### config.mk
export PLATFORM = sky130hd
export DESIGN_NAME = uart_tx_fifo_flat
export DESIGN_NICKNAME = d
export VERILOG_FILES = /design/src/rtl/uart_tx_fifo_if.sv /design/src/rtl/uart_tx_fifo.sv /design/src/flat_wrapper.sv
export SDC_FILE = /design/constraint.sdc
export NUM_CORES = 1
export LEC_CHECK = 0
export BUFFER_PORTS_ARGS = -buffer_cell sky130_fd_sc_hd__buf_2
export CAP_MARGIN = 20
export CORE_MARGIN = 2
export CORE_UTILIZATION = 40
export CTS_BUF_LIST = sky130_fd_sc_hd__clkbuf_2
export DETAILED_ROUTE_END_ITERATION = 16
export GPL_TIMING_DRIVEN = 0
export PLACE_DENSITY = 0.6
export REMOVE_ABC_BUFFERS = 1
export SLEW_MARGIN = 30
export SYNTH_ARGS = -nofsm -noshare
export SYNTH_HDL_FRONTEND = slang
export SYNTH_SLANG_ARGS = --single-unit
### constraint.sdc
create_clock -name clk -period 7.95 [get_ports clk]
set_clock_uncertainty 0.05 [all_clocks]
set_input_delay 0.795 -clock clk [delete_from_list [all_inputs] [get_ports clk]]
set_output_delay 0.795 -clock clk [all_outputs]
set_load 0.05 [all_outputs]
### src/rtl/uart_tx_fifo_if.sv
// Byte-push handshake between a producer and the UART transmitter FIFO.
//   tx_valid : producer presents a byte on tx_data
//   tx_data  : byte to transmit
//   tx_ready : transmitter FIFO can accept a byte this cycle
// A byte transfers on a rising clock edge where tx_valid && tx_ready.
interface uart_tx_fifo_if;
  logic       tx_valid;
  logic [7:0] tx_data;
  logic       tx_ready;

  modport master (
    output tx_valid,
    output tx_data,
    input  tx_ready
  );

  modport slave (
    input  tx_valid,
    input  tx_data,
    output tx_ready
  );
endinterface

### src/rtl/uart_tx_fifo.sv
// UART transmitter (8N1) fed by a small byte FIFO, so on-chip producers can
// queue bytes through a valid/ready handshake without stalling on the line.
//
// Ports:
//   clk        : system clock, all logic on the rising edge
//   rst_n      : asynchronous active-low reset; aborts any frame in flight
//                and discards queued bytes
//   bus        : slave side of the byte handshake (tx_valid/tx_data/tx_ready)
//   TX         : registered serial output, idles high
//   busy       : a frame is in flight or the FIFO holds bytes
//   fifo_count : bytes queued, not counting the byte being serialized
//
// Frame: start bit (0), 8 data bits LSB first, stop bit (1); every bit lasts
// BAUD_DIV = CLK_FREQ/UART_BPS clocks. Frames are sent back-to-back while
// the FIFO has data.
module uart_tx_fifo #(
  parameter  int CLK_FREQ   = 50_000_000,
  parameter  int UART_BPS   = 9600,
  parameter  int FIFO_DEPTH = 8,
  localparam int CW         = $clog2(FIFO_DEPTH + 1)
) (
  input  logic                clk,
  input  logic                rst_n,
  uart_tx_fifo_if.slave       bus,
  output logic                TX,
  output logic                busy,
  output logic [CW-1:0]       fifo_count
);

  localparam int BAUD_DIV = CLK_FREQ / UART_BPS;
  localparam int BW       = $clog2(BAUD_DIV);
  localparam int PW       = $clog2(FIFO_DEPTH);

  localparam logic [BW-1:0] BAUD_LAST = BW'(BAUD_DIV - 1);
  localparam logic [CW-1:0] COUNT_MAX = CW'(FIFO_DEPTH);

  typedef enum logic [1:0] {
    S_IDLE,
    S_START,
    S_DATA,
    S_STOP
  } state_t;

  // ---------------------------------------------------------------------
  // FIFO storage and pointers
  // ---------------------------------------------------------------------
  logic [7:0]    mem [0:FIFO_DEPTH-1];
  logic [7:0]    rd_data_reg;     // byte currently being serialized
  logic [PW-1:0] wr_ptr_reg;
  logic [PW-1:0] rd_ptr_reg;
  logic [CW-1:0] count_reg;

  logic push;
  logic pop;
  logic empty;

  // tx_ready comes straight from the registered count, so a pop while full
  // only frees a slot from the following edge on.
  assign bus.tx_ready = (count_reg != COUNT_MAX);
  assign empty        = (count_reg == '0);
  assign push         = bus.tx_valid && bus.tx_ready;

  // Storage has no reset so it maps onto RAM; the head byte is captured in a
  // register on the pop edge and held there for the whole frame. A pop needs
  // a non-empty FIFO and a push needs a non-full one, so the read and write
  // addresses never coincide on the same edge.
  always_ff @(posedge clk) begin
    if (push) begin
      mem[wr_ptr_reg] <= bus.tx_data;
    end
    if (pop) begin
      rd_data_reg <= mem[rd_ptr_reg];
    end
  end

  always_ff @(posedge clk or negedge rst_n) begin
    if (!rst_n) begin
      wr_ptr_reg <= '0;
      rd_ptr_reg <= '0;
      count_reg  <= '0;
    end else begin
      if (push) begin
        wr_ptr_reg <= wr_ptr_reg + PW'(1);
      end
      if (pop) begin
        rd_ptr_reg <= rd_ptr_reg + PW'(1);
      end
      case ({push, pop})
        2'b10:   count_reg <= count_reg + CW'(1);
        2'b01:   count_reg <= count_reg - CW'(1);
        default: count_reg <= count_reg;
      endcase
    end
  end

  // ---------------------------------------------------------------------
  // Serializer FSM
  // ---------------------------------------------------------------------
  state_t        state_reg,   state_next;
  logic          tx_reg,      tx_next;
  logic [BW-1:0] baud_reg,    baud_next;
  logic [2:0]    bit_idx_reg, bit_idx_next;
  logic          baud_done;

  assign baud_done = (baud_reg == BAUD_LAST);

  always_ff @(posedge clk or negedge rst_n) begin
    if (!rst_n) begin
      state_reg   <= S_IDLE;
      tx_reg      <= 1'b1;
      baud_reg    <= '0;
      bit_idx_reg <= '0;
    end else begin
      state_reg   <= state_next;
      tx_reg      <= tx_next;
      baud_reg    <= baud_next;
      bit_idx_reg <= bit_idx_next;
    end
  end

  always_comb begin
    state_next   = state_reg;
    tx_next      = tx_reg;
    baud_next    = baud_reg;
    bit_idx_next = bit_idx_reg;
    pop          = 1'b0;

    // Outside IDLE the baud counter free-runs and wraps on every bit
    // boundary, so each bit is exactly BAUD_DIV clocks long.
    if (state_reg != S_IDLE) begin
      baud_next = baud_done ? '0 : baud_reg + BW'(1);
    end

    case (state_reg)
      S_IDLE: begin
        tx_next   = 1'b1;
        baud_next = '0;
        if (!empty) begin
          pop        = 1'b1;
          tx_next    = 1'b0;
          state_next = S_START;
        end
      end

      S_START: begin
        if (baud_done) begin
          tx_next      = rd_data_reg[0];
          bit_idx_next = '0;
          state_next   = S_DATA;
        end
      end

      S_DATA: begin
        if (baud_done) begin
          if (bit_idx_reg != 3'd7) begin
            // Walking an index over the held byte is equivalent to shifting
            // it right and sending bit 0.
            tx_next      = rd_data_reg[bit_idx_reg + 3'd1];
            bit_idx_next = bit_idx_reg + 3'd1;
          end else begin
            tx_next    = 1'b1;
            state_next = S_STOP;
          end
        end
      end

      S_STOP: begin
        if (baud_done) begin
          if (!empty) begin
            // Next start bit follows the stop bit with no idle gap.
            pop        = 1'b1;
            tx_next    = 1'b0;
            state_next = S_START;
          end else begin
            state_next = S_IDLE;
          end
        end
      end

      default: begin
        state_next = S_IDLE;
      end
    endcase
  end

  assign TX         = tx_reg;
  assign busy       = (state_reg != S_IDLE) || (count_reg != '0);
  assign fifo_count = count_reg;

endmodule
### src/flat_wrapper.sv
// flat-port wrapper written by rule: the top's interface ports become plain ports
module uart_tx_fifo_flat 
#(
  parameter  int CLK_FREQ   = 50_000_000,
  parameter  int UART_BPS   = 9600,
  parameter  int FIFO_DEPTH = 8,
  localparam int CW         = $clog2(FIFO_DEPTH + 1)
)
  (clk, rst_n, TX, busy, fifo_count, bus_tx_valid, bus_tx_data, bus_tx_ready);
  uart_tx_fifo_if bus_i ();
  input  logic clk;
  input  logic rst_n;
  output logic TX;
  output logic busy;
  output logic [CW-1:0] fifo_count;
  input wire logic [$bits(bus_i.tx_valid)-1:0] bus_tx_valid;
  input wire logic [$bits(bus_i.tx_data)-1:0] bus_tx_data;
  output wire logic [$bits(bus_i.tx_ready)-1:0] bus_tx_ready;
  assign bus_i.tx_valid = bus_tx_valid;
  assign bus_i.tx_data = bus_tx_data;
  assign bus_tx_ready = bus_i.tx_ready;
  uart_tx_fifo #(.CLK_FREQ(CLK_FREQ), .UART_BPS(UART_BPS), .FIFO_DEPTH(FIFO_DEPTH)) u_core (.clk(clk), .rst_n(rst_n), .bus(bus_i), .TX(TX), .busy(busy), .fifo_count(fifo_count));
endmodule
* After elaboration in Yosys (flattened, before gate mapping)
Memory sizes are Yosys's and may differ from the RTL's. A register that Yosys moved wholly into a read port is not among the register bits. Cells that the tools add are included.
Operators by class: reduce and logical (&&, ||, !) cells 12, $add $sub $neg 6, mux-type cells 29, $lt $le $gt $ge 1, equal/unequal tests 15
Operators by type and width (number):
- $mux W13 | 3
- $add A13 B1 Y13 const B | 1
- $eq A13 B13 Y1 const B | 1
- $mux W1 | 12
- $mux W2 | 5
- $add A3 B1 Y3 const B | 3
- $mux W3 | 3
- $ne A2 B1 Y1 const B | 4
- $pmux W2 S4 | 1
- $pmux W4 S2 | 1
- $reduce_and A4 Y1 | 2
- $reduce_bool A2 Y1 | 4
- $eq A2 B2 Y1 const B | 3
- $ne A2 B2 Y1 const B | 3
- $pmux W3 S2 | 1
- $reduce_and A5 Y1 | 1
- $add A4 B1 Y4 const B | 1
- $eq A2 B1 Y1 const B | 2
- $logic_not A4 Y1 | 1
- $lt A3 B4 Y1 const B | 1
- $ne A4 B4 Y1 const B | 1
- $pmux W1 S4 | 1
- $reduce_bool A4 Y1 | 1
- $sub A4 B1 Y4 const B | 1
- 6 further kinds | 6
Storage, ports and cells: memories kept 1, bits in writable memories 64, register bits 29, word-level logic and storage cells 71
Memories:
- u_core.mem | words 8, width 8, rd ports 1, clocked after Yosys merged registers in 1, wr ports 1, RTL line uart_tx_fifo.sv:47 | logic [7:0] mem [0:FIFO_DEPTH-1];

* Depth between registers and ports, before layout
word-level depth 6, gate-level depth with buffers 12, gate-level depth less buffers 12

* Worst setup path before layout
No wires, ideal clock.
path kind register to register, from register u_core.count_reg[2], in the netlist u_core.fifo_count[2], to register u_core.count_reg[3], in the netlist u_core.fifo_count[3], required time 7757 ps, slack 4963 ps, clock period less this slack 2987 ps, arrival time 2795 ps, stages on the path, launching flop included 9, cells stage by stage dfrtp_1 -> or4b_2 -> nand2_1 -> ha_1 -> ha_1 -> a21o_1 -> a21oi_1 -> mux2i_1 -> xnor2_1
RTL lines:
- from (decl) | RTL line uart_tx_fifo.sv:51 | logic [CW-1:0] count_reg;
- from (signal assigned) | RTL line uart_tx_fifo.sv:89 | 2'b10: count_reg <= count_reg + CW'(1);
- from (signal assigned) | RTL line uart_tx_fifo.sv:90 | 2'b01: count_reg <= count_reg - CW'(1);
- from (signal assigned) | RTL line uart_tx_fifo.sv:91 | default: count_reg <= count_reg;
- $ne A4 B4 Y1 * | RTL line uart_tx_fifo.sv:59 | assign bus.tx_ready = (count_reg != COUNT_MAX);
- via bus_tx_ready | RTL line flat_wrapper.sv:18 | output wire logic [$bits(bus_i.tx_ready)-1:0] bus_tx_ready;
- $logic_and A1 B1 Y1 * | RTL line uart_tx_fifo.sv:61 | assign push = bus.tx_valid && bus.tx_ready;
- $eq A2 B1 Y1 / $eq A2 B2 Y1 (equally long branches) | RTL line uart_tx_fifo.sv:88 | case ({push, pop})
- $pmux W4 S2 / $reduce_bool A2 Y1 (equally long branches)
Mark *: on every way through the listed nets, which the timed path passes. The rest lies on a longest branch. A chain may end at the register's enable or synchronous reset.

* Worst setup path in the final report
from register u_core.baud_reg[9], to register u_core.count_reg[3], in the netlist u_core.fifo_count[3]
On the way: word-level cells in the longest chain between the ends 5
RTL lines:
- from (decl) | RTL line uart_tx_fifo.sv:101 | logic [BW-1:0] baud_reg, baud_next;
- from (signal assigned) | RTL line uart_tx_fifo.sv:116 | baud_reg <= baud_next;
- $eq A13 B13 Y1 * | RTL line uart_tx_fifo.sv:105 | assign baud_done = (baud_reg == BAUD_LAST);
- $mux W1 * | RTL line uart_tx_fifo.sv:168 | if (baud_done) begin
- $pmux W1 S2 * | RTL line uart_tx_fifo.sv:134 | case (state_reg)
- via u_core.pop | RTL line uart_tx_fifo.sv:54 | logic pop;
- $eq A2 B1 Y1 / $eq A2 B2 Y1 (equally long branches) | RTL line uart_tx_fifo.sv:88
- $pmux W4 S2 / $reduce_bool A2 Y1 (equally long branches)
Marks and branches as above.

==> results.txt <==
Final net count = 320
Detail Placement HPWL = 4.76 mm
Final setup TNS = 0 ns
Yosys top cell by area = edfxtp_1
RSZ-0062 raised after global routing = false
Die Area = 11800 µm²
Vias = 2295
Mux cell area share after synthesis = 0.128
Num CTS Buffers = 9
Crit path from = u_core.baud_reg[9]$_DFF_PN0_
Post-CTS Resized = 0
Tot GR Track Use = 0.140
Clock Pin Slew Worst Setup and Hold Paths = 0.29 ns
Largest cells by area after synthesis = edfxtp_1 (49%), dfrtp_1 (16%), mux4_2 (9.3%), ha_1 (3.7%), mux2_2 (3.1%)
EDFF count, synth = 72
CP Class = flip-flop to flip-flop
GR Overflow Total = 0
Final WS setup = 4.78 ns
TritonCTS clock tree = yes
Final Cycle Share = 0.399
Sequential share of the synthesized area = 0.660
Worst-Skew Late Latency = 0.59 ns
Cts hold-fix bufs = 0
Area grow syn2layout = 8.20%
Cell Pwr Density = 317 nW/µm²
Synth Area in Simple Gates = 0.0923
Initial Utilization = 0.408
DR pass1 iterations = 4
DRC = 0
Die width = 109 µm
Post-CTS setup buffers = 0
Lkg Pwr = 1.70 nW
Fin. max-slew vios = 0
Async set-reset flop share out of synthesis = 0.287
Worst-Margin Slew = 0.870 ns
Final WL = 7.32 mm
Worst VDD drop = 0.166 mV
Post-Synth Adder-Cell Area = 0.0417
Clock root buffer = clkbuf_2
Max reg flops = 64
Clock sink count = 101
Final setup violation count = 0
Number of DRC violations after detailed-routing iteration 0 = 124
Share of cells above drive strength 1 = 0.260
Final hold viol count = 0
Drt via density = 5.20
Yosys warns = 0
Num rows = 38
Post-Synthesis Cells = 273
Synthesized area = 4380 µm²
CTS Buffer Depth = 2
Compound-gate portion of the synthesized area = 0.0391
Run status = finished clean
Max Cap Viol = 0
Synthesized flop and latch total = 101
Worst-path maximum fanout = 13
Initial antenna violation count = 1
Fmax = 315 MHz
I/O pin cnt = 18
Synth top area share = 0.494
DRT antenna net count = 0
Vias in the first global route = 2284
Routed WL per cell = 16.6 µm
Total Power = 1.50 mW
Minimum clock period = 3.17 ns
Global-route wire length before repair = 12.1 mm
Worst Hold Class = input port to async pin
Reg-to-reg startpoint = u_core.baud_reg[9]$_DFF_PN0_
Main combinational cell family by area after synthesis = multiplexers
CP Data Arrival Time = 3.64 ns
Placement Setup Slack = 4.79 ns
Ys flop type = edfxtp_1
Distinct cells, synth = 47
Syn_area_per_cell = 16.0 µm²
Rel. slew slack = 0.418
Worst setup SP type = flip-flop
GP Congestion = 0.754
XOR/XNOR share of the synthesized area = 0.0260
Core area = 10700 µm²
Largest net degree at the start of global routing = 30
CP required = 8.41 ns
Die height = 109 µm
CP Capture Type = flip-flop
I/O Buffers = 17
H-tree depth = 3
cells in the mapped netlist (6+ instances only):
cell	instances
a21oi_1	7
nand3_1	8
ha_1	13
inv_1	8
mux2_2	12
nor3_1	6
xnor2_1	10
nor2_1	18
dfrtp_1	28
nand2_1	12
edfxtp_1	72
o21ai_0	6
mux4_2	18
per-layer routing:
metal | vias up | GRT usage | share of wire
met5 | - | 0 | 0
met4 | 0 | 0.0495 | 0.016
met3 | 7 | 0.0430 | 0.035
met2 | 32 | 0.220 | 0.50
met1 | 1152 | 0.185 | 0.45
li1 | 1104 | - | -
layout by cell type, fill, tap and decap left out, types with 3 or more instances in the layout:
master / count
nor3b_1: 3
edfxtp_1: 72
inv_1: 8
nand3_1: 8
mux4_2: 18
a21oi_1: 7
nand2_1: 12
ha_1: 13
o21ai_0: 6
nor4_1: 3
and3_1: 3
xor2_1: 3
dfrtp_1: 27
nor3_1: 4
xnor2_1: 10
buf_2: 17
clkbuf_2: 10
or3_1: 3
nor2_1: 16
mux2_2: 12
area by class of cell:
type,instances,area (µm²)
tap,140,175
inverter,8,30.0
timing repair buffer,18,92.6
clock buffer,10,50.0
multi-input combinational,157,1450
fill,1005,6010
antenna,1,2.50
sequential,101,2890
clock inverter,6,51.3
worst paths after layout:
check,slack [ns],cells after the start,endpoint
min in group clk,0.40,1,u_core.mem[4][5]$_DFFE_PP_
max in group asynchronous,7.22,1,u_core.rd_ptr_reg[0]$_DFFE_PN0P_
worst min register to register,0.45,1,u_core.baud_reg[0]$_DFF_PN0_
worst min-delay path,0.13,1,u_core.baud_reg[9]$_DFF_PN0_
worst max register to register,4.78,10,u_core.fifo_count[3]$_DFFE_PN0P_
worst max-delay path,4.78,10,u_core.fifo_count[3]$_DFFE_PN0P_
stage by stage:
stage / util / instances / area [µm²] / hold slack, ns
2_1_floorplan: - / 266 / 4350 / 0.405
3_3_place_gp: 0.429 / 423 / 4610 / 0.428
3_5_place_dp: 0.431 / 424 / 4630 / 0.424
4_1_cts: 0.440 / 440 / 4730 / 0.103
5_1_grt: 0.441 / 441 / 4740 / 0.124
6_report: 0.441 / 441 / 4740 / 0.132
critical path, cell delays in order, from the launching register on:
cell and delay [ns]:
dfrtp_1 0.53, nor4b_4 0.38, a31o_2 0.39, nand2_1 0.16, inv_1 0.31, ha_1 0.29, ha_1 0.25, a21o_1 0.17
a21oi_1 0.17, mux2i_1 0.24, xnor2_1 0.14
where the power goes:
group / internal, mW / switching [mW] / leakage, nW / total, mW
sequential: 0.681 / 0.112 / 1.02 / 0.792
combinational: 0.233 / 0.251 / 0.607 / 0.484
clock: 0.0487 / 0.180 / 0.0644 / 0.228
cells by family (layout without fill, tap and decap cells):
| kind of cell | Yosys count | in the layout |
|---|---|---|
| other cells | 0 | 1 |
| compound gates | 26 | 26 |
| buf+inv | 15 | 42 |
| mux | 32 | 32 |
| fa+ha+maj | 14 | 14 |
| xor+xnor | 13 | 13 |
| flops | 101 | 101 |
| simple gates | 72 | 72 |
Power figures use the tool's default switching activity.
